File: config.mk
export PLATFORM = sky130hd
export DESIGN_NAME = vga_timing_gen
export DESIGN_NICKNAME = d
export VERILOG_FILES = /design/src/rtl/vga_timing_pkg.sv /design/src/rtl/vga_sig_delay.sv /design/src/rtl/vga_timing_gen.sv
export SDC_FILE = /design/constraint.sdc
export NUM_CORES = 1
export LEC_CHECK = 0
export CAP_MARGIN = 30
export CORE_MARGIN = 5
export CORE_UTILIZATION = 50
export DETAILED_ROUTE_END_ITERATION = 6
export PLACE_DENSITY = 0.82
export SYNTH_ARGS = -nofsm -noshare
export SYNTH_HDL_FRONTEND = slang
export SYNTH_SLANG_ARGS = --single-unit
File: constraint.sdc
create_clock -name VGA_CLK -period 2.43 [get_ports VGA_CLK]
set_clock_uncertainty 0.1 [all_clocks]
set_input_delay 0.486 -clock VGA_CLK [delete_from_list [all_inputs] [get_ports VGA_CLK]]
set_output_delay 0.486 -clock VGA_CLK [all_outputs]
set_load 0.03 [all_outputs]
File: src/rtl/vga_timing_pkg.sv
// Shared timing constants and helpers for the VGA raster timing generator.
package vga_timing_pkg;

  // 11-bit unsigned raster counter type (each total must stay <= 2047)
  typedef logic [10:0] cnt11_t;

  // 640x480@60 timing set
  localparam int VGA_H_ACTIVE = 640;
  localparam int VGA_H_FP     = 16;
  localparam int VGA_H_SYNC   = 96;
  localparam int VGA_H_BP     = 48;
  localparam int VGA_V_ACTIVE = 480;
  localparam int VGA_V_FP     = 10;
  localparam int VGA_V_SYNC   = 2;
  localparam int VGA_V_BP     = 33;

  // Clocks per line
  function automatic int h_total(input int act, input int fp, input int sync, input int bp);
    return act + fp + sync + bp;
  endfunction

  // Lines per frame
  function automatic int v_total(input int act, input int fp, input int sync, input int bp);
    return act + fp + sync + bp;
  endfunction

endpackage

File: src/rtl/vga_sig_delay.sv
// Fixed-depth shift register with a synchronous reset value.
// Carries the registered {HS, VS, BLANK_N} video controls so they line up
// with pixel data that arrives READ_LEAD clocks after READ_Request.
module vga_sig_delay #(
  parameter int             W       = 3,
  parameter int             DEPTH   = 2,
  parameter logic [W-1:0]   RST_VAL = '0
) (
  input  logic         i_clk,
  input  logic         i_rst,
  input  logic [W-1:0] i_d,
  output logic [W-1:0] o_q
);

  logic [W-1:0] r_sr [DEPTH];

  // Shift one stage per clock; reset loads every stage with the inactive value
  always_ff @(posedge i_clk) begin
    if (i_rst) begin
      for (int i = 0; i < DEPTH; i++) r_sr[i] <= RST_VAL;
    end else begin
      r_sr[0] <= i_d;
      for (int i = 1; i < DEPTH; i++) r_sr[i] <= r_sr[i-1];
    end
  end

  assign o_q = r_sr[DEPTH-1];

endmodule

File: src/rtl/vga_timing_gen.sv
// VGA raster timing generator. Free-running H/V counters, a registered
// pixel-read strobe (READ_Request) and sync/blank outputs delayed by
// READ_LEAD clocks so that they line up with the frame-buffer read data.
// Valid/ready note: READ_Request is a pure strobe with no back-pressure;
// the frame buffer must deliver one pixel for every cycle it is high.
module vga_timing_gen
  import vga_timing_pkg::*;
#(
  parameter int H_ACTIVE  = VGA_H_ACTIVE,
  parameter int H_FP      = VGA_H_FP,
  parameter int H_SYNC    = VGA_H_SYNC,
  parameter int H_BP      = VGA_H_BP,
  parameter int V_ACTIVE  = VGA_V_ACTIVE,
  parameter int V_FP      = VGA_V_FP,
  parameter int V_SYNC    = VGA_V_SYNC,
  parameter int V_BP      = VGA_V_BP,
  parameter bit SYNC_POL  = 1'b0,
  parameter int READ_LEAD = 2
) (
  input  logic   VGA_CLK,
  input  logic   RESET,
  output logic   VGA_HS,
  output logic   VGA_VS,
  output logic   VGA_BLANK_N,
  output logic   VGA_SYNC_N,
  output logic   READ_Request,
  output logic   FRAME_START,
  output cnt11_t H_Cnt,
  output cnt11_t V_Cnt
);

  localparam int     H_TOT      = h_total(H_ACTIVE, H_FP, H_SYNC, H_BP);
  localparam int     V_TOT      = v_total(V_ACTIVE, V_FP, V_SYNC, V_BP);
  localparam cnt11_t H_LAST     = cnt11_t'(H_TOT - 1);
  localparam cnt11_t V_LAST     = cnt11_t'(V_TOT - 1);
  localparam cnt11_t H_ACT_END  = cnt11_t'(H_ACTIVE);
  localparam cnt11_t V_ACT_END  = cnt11_t'(V_ACTIVE);
  localparam cnt11_t H_SYNC_BEG = cnt11_t'(H_ACTIVE + H_FP);
  localparam cnt11_t H_SYNC_END = cnt11_t'(H_ACTIVE + H_FP + H_SYNC);
  localparam cnt11_t V_SYNC_BEG = cnt11_t'(V_ACTIVE + V_FP);
  localparam cnt11_t V_SYNC_END = cnt11_t'(V_ACTIVE + V_FP + V_SYNC);
  localparam logic   SYNC_ACT   = SYNC_POL;
  localparam logic   SYNC_IDLE  = ~SYNC_POL;

  cnt11_t r_h_cnt;
  cnt11_t r_v_cnt;
  logic   w_h_wrap;
  logic   w_v_wrap;
  logic   w_act_h;
  logic   w_act_v;
  logic   w_hs_c;
  logic   w_vs_c;
  logic   w_first_px;
  logic   r_read_req;
  logic   r_frame_start;
  logic   r_hs1;
  logic   r_vs1;
  logic [2:0] w_dly_in;
  logic [2:0] w_dly_out;

  assign w_h_wrap = (r_h_cnt == H_LAST);
  assign w_v_wrap = (r_v_cnt == V_LAST);

  // Raster counters; reset parks V at the top of vertical sync so the first
  // frame always opens with a full VS pulse
  always_ff @(posedge VGA_CLK) begin
    if (RESET) begin
      r_h_cnt <= '0;
      r_v_cnt <= V_SYNC_BEG;
    end else begin
      r_h_cnt <= w_h_wrap ? '0 : r_h_cnt + cnt11_t'(1);
      if (w_h_wrap) r_v_cnt <= w_v_wrap ? '0 : r_v_cnt + cnt11_t'(1);
    end
  end

  // Stage 0: region decode straight from the counters
  always_comb begin
    w_act_h    = (r_h_cnt < H_ACT_END);
    w_act_v    = (r_v_cnt < V_ACT_END);
    w_hs_c     = ((r_h_cnt >= H_SYNC_BEG) && (r_h_cnt < H_SYNC_END)) ? SYNC_ACT : SYNC_IDLE;
    w_vs_c     = ((r_v_cnt >= V_SYNC_BEG) && (r_v_cnt < V_SYNC_END)) ? SYNC_ACT : SYNC_IDLE;
    w_first_px = (r_h_cnt == '0) && (r_v_cnt == '0);
  end

  // Stage 1: registered read strobe, frame marker and undelayed syncs
  always_ff @(posedge VGA_CLK) begin
    if (RESET) begin
      r_read_req    <= 1'b0;
      r_frame_start <= 1'b0;
      r_hs1         <= SYNC_IDLE;
      r_vs1         <= SYNC_IDLE;
    end else begin
      r_read_req    <= w_act_h & w_act_v;
      r_frame_start <= w_first_px;
      r_hs1         <= w_hs_c;
      r_vs1         <= w_vs_c;
    end
  end

  // BLANK_N is the same decode as READ_Request, so the stage-1 strobe feeds the delay line
  assign w_dly_in = {r_hs1, r_vs1, r_read_req};

  generate
    if (READ_LEAD > 0) begin : g_delay
      vga_sig_delay #(
        .W      (3),
        .DEPTH  (READ_LEAD),
        .RST_VAL({SYNC_IDLE, SYNC_IDLE, 1'b0})
      ) u_delay (
        .i_clk(VGA_CLK),
        .i_rst(RESET),
        .i_d  (w_dly_in),
        .o_q  (w_dly_out)
      );
    end else begin : g_no_delay
      assign w_dly_out = w_dly_in;
    end
  endgenerate

  assign VGA_HS       = w_dly_out[2];
  assign VGA_VS       = w_dly_out[1];
  assign VGA_BLANK_N  = w_dly_out[0];
  assign VGA_SYNC_N   = 1'b0;
  assign READ_Request = r_read_req;
  assign FRAME_START  = r_frame_start;
  assign H_Cnt        = r_h_cnt;
  assign V_Cnt        = r_v_cnt;

endmodule

# After elaboration in Yosys (flattened, before gate mapping)
# Memories as Yosys holds them, arrays and structs flattened.
# Cells that the tools add are included.
dict set report op_classes {
  n_bitwise 3
  reduce_logical 6
  mux 8
  add_sub_neg 2
  magnitude_cmp 6
  n_eq_ne 2
}
# cell count
set op_table {}
lappend op_table {{adder 11 x 1 -> 11 bit, second input constant} 2}
lappend op_table {{== test 11 x 10 -> 1 bit, second input constant} 2}
lappend op_table {{zero test 11 bit} 2}
lappend op_table {{less-than comparator 11 x 10 -> 1 bit, second input constant} 2}
lappend op_table {{less-than comparator 11 x 9 -> 1 bit, second input constant} 2}
lappend op_table {{>= comparator 11 x 10 -> 1 bit, second input constant} 1}
lappend op_table {{>= comparator 11 x 9 -> 1 bit, second input constant} 1}
lappend op_table {{two-way mux 11 bit} 1}
lappend op_table {{two-way mux 3 bit} 2}
lappend op_table {{two-way mux 1 bit} 5}
lappend op_table {{logical AND 1 bit} 3}
lappend op_table {{OR 1 bit} 2}
lappend op_table {{OR reduction 2 bit} 1}
lappend op_table {{bitwise AND 1 bit} 1}
dict set report word_totals {
  ff_bits 26
  memories 1
  mem_bits_rw 6
  in_bits 2
  output_inout_bits 28
  wordCells 34
}
# name depth width read_ports rd_ports_with_merged_regs write_ports line
set memory_table {}
lappend memory_table {g_delay.u_delay.r_sr 2 3 2 0 2 vga_sig_delay.sv:15} ;# logic [W-1:0] r_sr [DEPTH];

# Logic depth before layout (Yosys ltp)
dict set report depth {
  depth_word 3
  ltp_mapped 6
  depth_no_buf 6
}

# By module
# From an unflattened synthesis, not the netlist that was laid out.
dict set report unflattened {
  cells_unflattened 159
  hier_area_um2 1408.9
}
# mod cells_per_inst area_per_inst_um2 seq_area_each_um2 instances
set modules_own_cells {}
lappend modules_own_cells {vga_timing_gen 144 1228.7 520.5 1}
lappend modules_own_cells {vga_sig_delay 15 180.2 120.1 1}

# Worst setup path before layout
# Ideal clock, no wire load.
dict set report synth_timing {
  path_kind {reg-to-reg}
  start {reg r_h_cnt[0] (netlist: H_Cnt[0])}
  end {reg r_v_cnt[10] (netlist: V_Cnt[10])}
  setup_time_ns 0.086
  synth_period_minus_slack_ns 2.108
  arrival_ns 1.923
  slack_ns 0.322
  stages_incl_launch_ff 6
  path_buffers 0
  t_required_ns 2.244
  path_cell_list {dfxtp_1 > ha_1 > and3_2 > nand3_4 > or4_1 > a211oi_1}
}
dict set report synth_via {
  elab_chain_cells 1
}
# element line
set synth_lines {}
lappend synth_lines {{start: declaration} vga_timing_gen.sv:45} ;# cnt11_t r_h_cnt;
lappend synth_lines {{start signal: assignment} vga_timing_gen.sv:71} ;# r_h_cnt <= w_h_wrap ? '0 : r_h_cnt + cnt11_t'(1);
lappend synth_lines {{== test 11 x 10 -> 1 bit} vga_timing_gen.sv:61} ;# assign w_h_wrap = (r_h_cnt == H_LAST);
lappend synth_lines {{end signal: assignment} vga_timing_gen.sv:72} ;# if (w_h_wrap) r_v_cnt <= w_v_wrap ? '0 : r_v_cnt + cnt11_t'(1);
lappend synth_lines {{end: declaration} vga_timing_gen.sv:46} ;# cnt11_t r_v_cnt;
# Every way passes these cells.
# A chain may end at the register's enable or synchronous reset.

# Worst setup path in the final report
dict set report layout_timing {
  start {reg r_h_cnt[6] (netlist: H_Cnt[6])}
  end {out H_Cnt[6]}
}
# element line
set layout_rtl {}
lappend layout_rtl {{end: declaration} vga_timing_gen.sv:28} ;# output cnt11_t H_Cnt,
# No word-level cell between the ends.

==> out/results.ini <==
[die]
start_util = 0.5268
rows = 19
die_area_sq_um = 4142
core-area_sq_um = 2805
io_pins = 30
die_w_um = 64.36
die_h_um = 64.36

[logic_synthesis]
ys_seq_area_frac = 0.4335
synth_xor_area_frac = 0.05334
syn_area_sq_um = 1478
synth_fp_nets = 164
synth_top_family_by_area = simple AND/OR/NAND/NOR gates
yosys.area_share.adder = 0.03387
synth_cell_types = 42
synth.area.mux_share = 0
synth_edf_count = 0
synthCells = 158
ys_async_sr_fraction = 0
synth_compound_area_frac = 0.08891
synth_top_area_frac = 0.4335
synth-simple-area-share = 0.3336
synth_ff_type = dfxtp_1
synth_area_leader_cell = dfxtp_1
syn_avg_cell_area_sq_um = 9.352
ys_seq_elements = 32
yosysWarnings = 0
yosys-top-cells-count = 32 x dfxtp_1, 15 x nor2_1, 14 x nand3_1
synth.most_common_cell = dfxtp_1
synth_area_leaders = dfxtp_1 43%, nand3_1 4.7%, xor2_1 4.7%

[power_and_ir_drop]
intPower_mw = 0.7641
leakage_nw = 0.6708
p_seq_frac = 0.549
p_comb_frac = 0.047
ir_drop_mv = 0.6332
switchingPower_mw = 0.2168
swShare = 0.2211
pwr-share-clk = 0.404
powerDensity_nw_per_um2 = 534.8

[timing]
slew_violations = 0
tns_ns = 0
finalCritPeriodShare = 0.9145
setup_viol = 0
min_period_ns = 2.222
fmax_mhz = 450.0
rsz0062_at_grt = false
hold_viol_final = 0

[critical_path]
reg2reg_depth = 5
path_max_fanout = 9
timing.critical_path.buf_inv = 1
crit_type = flip-flop to output port
cp-start-kind = flip-flop
critPathArrivalTime_ns = 1.64
path_cells = clkdlybuf4s50_1
slowest_delay_ns = 0.75
critPathSlowestCell = clkdlybuf4s50_1
worstPathRequired_ns = 1.84
endpoint_kind = output port
crit_cells = 1
path_delay_family = buffers and inverters

[route]
first_pass_iters = 4
drt_iter0_markers = 45
vias_per_cell = 5.851
totalWireLength_um = 3306
wl_per_cell_um = 14.96
ant_nets = 0
drc = 0
vias = 1293

[global_routing]
grt_pass1_wl_um = 5720
grt_max_degree = 20
antenna_found_initial = 0
grtUsageTotal = 0.1762
grt_pass1_vias = 1218
grt_overflow = 0

[hold_path]
min_path_cells = 1
hold_class = flip-flop to flip-flop

[clocking]
clockBufferDepth = 2
insertion_delay_ns = 0.34
cts_buffers = 5
holdBufCountCts = 0
clock_sinks = 32
cts-root-buf = clkbuf_4
path_clk_slew_ns = 0.11
cts_tree = done
h-tree-depth = 2
cts_resized = 0
postCtsSetupRepairBufs = 0

[placement]
numPortBuffers = 28
place_congestion = 0.8753
hpwlAfterDp_um = 2343
place_area_sq_um = 1758

[cells_and_area]
fillers = 228
fin_area_sq_um = 1834
syn_to_final_growth_pct = 24.13
post-route-util = 0.6539
layout-drive-gt1-share = 0.1474
fin_nets = 195
antenna_cells = 0

[outcome]
status = finished, final reports clean

[job]
cap_violations = 0

## power by group through the flow
stage / clock network [mW] / logic [mW] / registers (mW)
2_1_floorplan: 0 / 0.0218 / 0.559
3_3_place_gp: 0 / 0.0463 / 0.550
3_5_place_dp: 0 / 0.0461 / 0.551
4_1_cts: 0.403 / 0.0470 / 0.539
5_1_grt: 0.423 / 0.0510 / 0.540
6_report: 0.396 / 0.0463 / 0.539
## flip-flops by register name, summed over array words and instances, names as in the netlist
| register | cells |
|---|---|
| FRAME_START | 1 |
| H_Cnt | 11 |
| r_hs1 | 1 |
| READ_Request | 1 |
| g_delay.u_delay.r_sr | 6 |
| V_Cnt | 11 |
| r_vs1 | 1 |
## placed cells by master, fill, tap and decap left out, types with 2 or more instances in the layout
| cell | netlist | layout |
|---|---|---|
| o31ai_1 | 2 | 2 |
| nand3_1 | 14 | 14 |
| dfxtp_1 | 32 | 32 |
| nor4_1 | 2 | 2 |
| a21o_2 | 2 | 2 |
| clkbuf_4 | 0 | 5 |
| a21oi_1 | 4 | 4 |
| nor3_1 | 2 | 2 |
| and3_1 | 3 | 3 |
| nand4_1 | 9 | 9 |
| ha_1 | 4 | 4 |
| inv_1 | 9 | 9 |
| and2_1 | 2 | 2 |
| nor2b_1 | 3 | 3 |
| nor2_1 | 15 | 15 |
| clkdlybuf4s50_1 | 0 | 28 |
| xor2_1 | 8 | 8 |
| or2_2 | 4 | 4 |
| or3_2 | 3 | 3 |
| nand2_1 | 6 | 6 |
| nor4b_1 | 2 | 2 |
| o21ai_0 | 3 | 3 |
| o32ai_1 | 3 | 3 |
| and3_2 | 4 | 4 |
## per-stage QoR
stage	total power [mW]	cells	hold WS (ns)	setup WS (ns)
floorplan	0.5807	158	0.2895	0.3218
global placement	0.5960	213	0.2909	0.4053
detailed placement	0.5969	213	0.2992	0.3091
global route	1.014	221	0.3292	0.1319
finish	0.9809	221	0.3067	0.2078
CTS	0.9882	221	0.3213	0.1993
## cells by family after synthesis
kind of cell,count (synthesis)
simple gates,80
flops,32
compound gates,18
buf+inv,14
xor+xnor,9
fa+ha+maj,4
other cells,1
## layout make-up
cell class | count | area [sq um] | share of cell area
Clock inverter | 2 | 35.03 | 0.01910
Timing Repair Buffer | 29 | 287.8 | 0.1569
Clock buffer | 6 | 41.29 | 0.02251
Sequential cell | 32 | 640.6 | 0.3492
Inverter | 9 | 33.78 | 0.01842
Multi-Input combinational cell | 112 | 757.0 | 0.4127
Tap cell | 31 | 38.79 | 0.02115
## per-layer routing
metal	global-route usage	wire (um)
met1	0.2225	1458
met2	0.2719	1565
met3	0.04904	194
met4	0.09499	87
met5	0	0
## worst paths after layout
kind / start / endpoint / slack (ns)
max reg2reg: H_Cnt[0] / V_Cnt[10] / 0.30
min: g_delay.u_delay.r_sr[0][1] / g_delay.u_delay.r_sr[0][4] / 0.31
max: H_Cnt[6] / H_Cnt[6] / 0.21
min reg2reg: g_delay.u_delay.r_sr[0][1] / g_delay.u_delay.r_sr[0][4] / 0.31
Note: power is estimated with default switching activity, not from simulation.
